File: src/rtl/eka_dmem_bridge.sv
// Data-side bridge: turns the Eka core's single-cycle load/store into a registered
// req/gnt/rvalid bus transaction, stalling the core until it completes or times out.
module eka_dmem_bridge #(
    parameter int          ADDR_WIDTH     = 32,
    parameter int          TIMEOUT_CYCLES = 64,
    parameter logic [31:0] ERR_RDATA      = 32'h0000_0000
) (
    input  logic                  clk,
    input  logic                  reset,
    input  logic [31:0]           data_addr,
    input  logic [31:0]           mem_wr_data,
    input  logic                  mem_wr,
    input  logic                  mem_rd,
    output logic [31:0]           mem_rd_data,
    output logic                  data_stall,
    output logic                  bus_req,
    output logic                  bus_we,
    output logic [ADDR_WIDTH-1:0] bus_addr,
    output logic [31:0]           bus_wdata,
    input  logic                  bus_gnt,
    input  logic                  bus_rvalid,
    input  logic [31:0]           bus_rdata,
    output logic                  fault
);

    localparam int               CNT_W    = $clog2(TIMEOUT_CYCLES) + 1;
    localparam logic [CNT_W-1:0] CNT_LAST = CNT_W'(TIMEOUT_CYCLES - 1);

    typedef enum logic [1:0] {IDLE, REQ, RESP, DONE} state_t;

    state_t           state;
    logic [CNT_W-1:0] tmo_cnt;
    logic [31:0]      rdata;
    logic             access;
    logic             aligned;
    logic             expired;

    assign access      = mem_rd | mem_wr;
    assign aligned     = (data_addr[1:0] == 2'b00);
    // A late grant can carry the count past the last slot, so compare with >=.
    assign expired     = (tmo_cnt >= CNT_LAST);
    assign mem_rd_data = rdata;

    // The core is released while reset is held so it never waits on a dead access.
    always_comb begin
        data_stall = 1'b0;
        if (reset) begin
            data_stall = (state == REQ) || (state == RESP) || ((state == IDLE) && access);
        end
    end

    always_ff @(posedge clk or negedge reset) begin
        if (!reset) begin
            state     <= IDLE;
            tmo_cnt   <= '0;
            rdata     <= '0;
            bus_req   <= 1'b0;
            bus_we    <= 1'b0;
            bus_addr  <= '0;
            bus_wdata <= '0;
            fault     <= 1'b0;
        end else begin
            case (state)
                IDLE: begin
                    tmo_cnt <= '0;
                    if (access) begin
                        if (aligned) begin
                            bus_addr  <= data_addr[ADDR_WIDTH-1:0];
                            bus_we    <= mem_wr;
                            bus_wdata <= mem_wr_data;
                            bus_req   <= 1'b1;
                            state     <= REQ;
                        end else begin
                            fault <= 1'b1;
                            rdata <= ERR_RDATA;
                            state <= DONE;
                        end
                    end
                end
                REQ: begin
                    if (bus_gnt) begin
                        bus_req <= 1'b0;
                        tmo_cnt <= tmo_cnt + 1'b1;
                        state   <= RESP;
                    end else if (expired) begin
                        bus_req <= 1'b0;
                        fault   <= 1'b1;
                        rdata   <= ERR_RDATA;
                        tmo_cnt <= '0;
                        state   <= DONE;
                    end else begin
                        tmo_cnt <= tmo_cnt + 1'b1;
                    end
                end
                RESP: begin
                    if (bus_rvalid) begin
                        if (!bus_we) begin
                            rdata <= bus_rdata;
                        end
                        tmo_cnt <= '0;
                        state   <= DONE;
                    end else if (expired) begin
                        fault   <= 1'b1;
                        rdata   <= ERR_RDATA;
                        tmo_cnt <= '0;
                        state   <= DONE;
                    end else begin
                        tmo_cnt <= tmo_cnt + 1'b1;
                    end
                end
                DONE: begin
                    // Core inputs still show the finished access here; never reissue it.
                    tmo_cnt <= '0;
                    state   <= IDLE;
                end
                default: state <= IDLE;
            endcase
        end
    end

endmodule

File: config.mk
export PLATFORM = sky130hd
export DESIGN_NAME = eka_dmem_bridge
export DESIGN_NICKNAME = d
export VERILOG_FILES = /design/src/rtl/eka_dmem_bridge.sv
export SDC_FILE = /design/constraint.sdc
export NUM_CORES = 1
export LEC_CHECK = 0
export ABC_AREA = 1
export BUFFER_PORTS_ARGS = -buffer_cell sky130_fd_sc_hd__clkbuf_2
export CAP_MARGIN = 5
export CORE_ASPECT_RATIO = 1.25
export CORE_MARGIN = 1
export CORE_UTILIZATION = 45
export CTS_BUF_LIST = sky130_fd_sc_hd__clkbuf_8
export DETAILED_ROUTE_END_ITERATION = 6
export PLACE_DENSITY = 0.79
export SYNTH_ARGS = -nofsm -noshare
export SYNTH_HDL_FRONTEND = slang
export SYNTH_SLANG_ARGS = --single-unit
File: constraint.sdc
create_clock -name clk -period 1.48 [get_ports clk]
set_input_delay 0.148 -clock clk [delete_from_list [all_inputs] [get_ports clk]]
set_output_delay 0.148 -clock clk [all_outputs]
set_load 0.02 [all_outputs]
==> results_dict.tcl <==
set metrics [dict create \
    status "complete, but fails checks" \
    violations "negative setup slack" \
    syn-cell-area_um2 4760 \
    switching_power_mw 7.10 \
    fin_crit_sh_pct 122 \
    combPwrFrac_pct 53.9 \
    maxSlewHeadroom_pct 61.4 \
    fmax_mhz 556 \
    reg2reg_to "bus_wdata[30]" \
    grt_pass1_vias 4843 \
    start_kind "flip-flop" \
    wire_per_inst_um 16.7 \
    setup.worst_path.class "flip-flop to flip-flop" \
    synth.area.top_cells "dfrtp_1, nand2_1, buf_6, ha_1, inv_1" \
    r2r_slack_ns -0.32 \
    coreArea_um2 10200 \
    diodes 0 \
    crit_required_ns 1.81 \
    avgViaCountPerCell 5.03 \
    antenna_found_initial 0 \
    ir_drop_v 0.00122 \
    cts_inserted_buffers 9 \
    die_h_um 117 \
    p_int_mw 8.56 \
    critPathLaunch "state[0]" \
    synth_common_cells "nand2_1, dfrtp_1, inv_1, nor2_1, buf_2" \
    cts-root-buf "clkbuf_8" \
    grt_max_degree 109 \
    rows 41 \
    drtPass1Iterations 5 \
    wl_um 17300 \
    overflow 0 \
    ys_ff_latch 108 \
    ant_nets 0 \
    area_growth_pct 61.8 \
    clock_latency_ns 0.38 \
    final_cells 1037 \
    arrival_ns 2.13 \
    cts_tree "yes" \
    vias 5216 \
    portBuffers 201 \
    fp.dieW_um 94.0 \
    syn_area_per_cell_um2 7.98 \
    synth.top_cell.area_share_pct 56.8 \
    critPathMaxFanout 11 \
    tightest_slew_ns 0.579 \
    worstHoldPathType "primary input to flip-flop" \
    power_density_nw_per_um2 2030 \
    async_reset_ff_share_pct 100 \
    hold_depth 5 \
    routabilityCongestion 0.857 \
    ys_types 27 \
    synth_warnings 0 \
    pwr-share-clk_pct 13.4 \
    synth_edf_count 0 \
    hold_viol_final 0 \
    drt_iter0_markers 361 \
    cts_buffer_depth 2 \
    dp_slack_ns -0.403 \
    synth-main-ff-cell "dfrtp_1" \
    dp_cells 930 \
    syn_inst 596 \
    synthMostInstantiatedCell "nand2_1" \
    initial_core_util_pct 46.6 \
    sw_frac_of_total_pct 45.3 \
    ys_seq_area_share_pct 56.8 \
    setup_viol 107 \
    layout-drive-gt1-share_pct 38.1 \
    cap_violations 0 \
    fin_nets 1010 \
    min_to "mem_rd_data[6]" \
    post-dp-hpwl_um 8190 \
    die_area_um2 11000 \
    worstSetupEndpointType "flip-flop" \
    clk_pin_slew_ns 0.11 \
    hp-start "bus_rdata[6]" \
    rsz0062_at_grt "yes" \
    slew_violations 0 \
    pin_count 202 \
    h-tree-depth 3 \
    grtUsageTotal_pct 26.8 \
    worstRegToRegCells 11 \
    grt_pass1_wl_um 22500 \
    synth_nets 703 \
    synth_top_cell_by_area "dfrtp_1" \
    power_frac_seq_pct 32.7 \
    skew_ns 0.00677 \
    finalCriticalPeriod_ns 1.80 \
    setup_slack_ns -0.319 \
    r2r_start "state[0]" \
    cts.sinks 108 \
    remaining_drc_errors 0 \
    leakagePower_nw 4.46 \
]
[through the flow]
| stage | hold WS [ns] | util (%) | TNS [ns] | power [mW] | instance area, um2 |
|---|---|---|---|---|---|
| final | 0.0522 | 75.4 | -25.26 | 15.7 | 7700 |
| after global routing | 0.0523 | 75.4 | -35.44 | 16.5 | 7700 |
| after CTS | 0.0297 | 69.0 | -20.13 | 13.8 | 7050 |
| after detailed placement | 0.289 | 59.4 | -15.94 | 11.3 | 6060 |
| after global placement | 0.287 | 59.4 | -14.04 | 11.2 | 6060 |
| after floorplan | -0.148 | - | -2.17 | 9.06 | 4820 |
[sequential cells by signal, indices dropped and copies added, names as in the netlist]
name,count
bus_addr,32
bus_req,1
bus_wdata,32
bus_we,1
fault,1
mem_rd_data,32
state,2
tmo_cnt,7
[worst max-delay path by stage]
stage | endpoint | slack, ns | cells after the start
after floorplan | mem_rd_data[0] | -0.04 | 10
after global placement | mem_rd_data[13] | -0.34 | 10
after detailed placement | mem_rd_data[25] | -0.40 | 10
after CTS | mem_rd_data[13] | -0.28 | 11
after global routing | bus_wdata[30] | -0.41 | 11
final | bus_wdata[30] | -0.32 | 11
[layer usage]
| metal | global-route usage (%) | routed length, um |
|---|---|---|
| met5 | 0 | 0 |
| met2 | 46.3 | 8640 |
| met3 | 6.98 | 1530 |
| met4 | 10.1 | 816 |
| met1 | 32.3 | 6310 |
[layout make-up]
type                            instances  area, um2
Clock inverter                          7        109
Fill cell                             673       2510
Inverter                               20       93.8
Clock buffer                            9        124
Tap cell                              129        161
Multi-Input combinational cell        444       2070
Timing Repair Buffer                  320       2440
Sequential cell                       108       2700
[critical path, cell delays in order (launching register included)]
cell	delay, ns
dfrtp_1	0.40
inv_2	0.09
ha_4	0.16
buf_6	0.10
inv_4	0.03
nor3_4	0.21
buf_6	0.14
nand2_8	0.11
clkinv_8	0.12
buf_4	0.18
nand2_1	0.11
nand2_1	0.09
[timing repair]
action / in CTS / in global routing
gates resized for setup: 11 / 88
setup endpoints to repair: 102 / 107
setup buffers: 4 / 7
cloned: 3 / 13
pin swaps: 5 / 19
hold buffers: 64 / 0
hold endpoints to repair: 171 / 0
[logic make-up (layout without fill, tap and decap cells)]
group	after synthesis	count (layout)	synth area share, %
AO/OA/AOI/OAI	10	10	1.24
flip-flops	108	108	56.8
adder cells (fa/ha/maj)	5	5	1.31
XOR/XNOR	3	3	0.552
buffers and inverters	45	356	5.18
AND/OR/NAND/NOR	425	426	34.9
[power groups by stage]
stage	registers, mW	clock network, mW	logic (mW)
after detailed placement	4.99	0	6.32
final	5.12	2.10	8.44
after floorplan	6.42	0	2.64
after global routing	5.24	2.25	9.02
after global placement	4.99	0	6.19
after CTS	4.99	2.11	6.67
[cell usage in the layout (no fill, tap or decap), drive strengths merged]
master         n
nand2        403
clkbuf       218
dfrtp        108
dlygate4sd3   64
buf           47
inv           20
nor2          15
ha             5
clkinv         5
a21oi          4
o21ai          3
nand3          3
xnor2          2
nor3           2
nand4          2
bufinv         2
nor3b          1
xor2           1
a31o           1
a21boi         1
o21bai         1
Note: power is estimated with default switching activity, not from simulation.
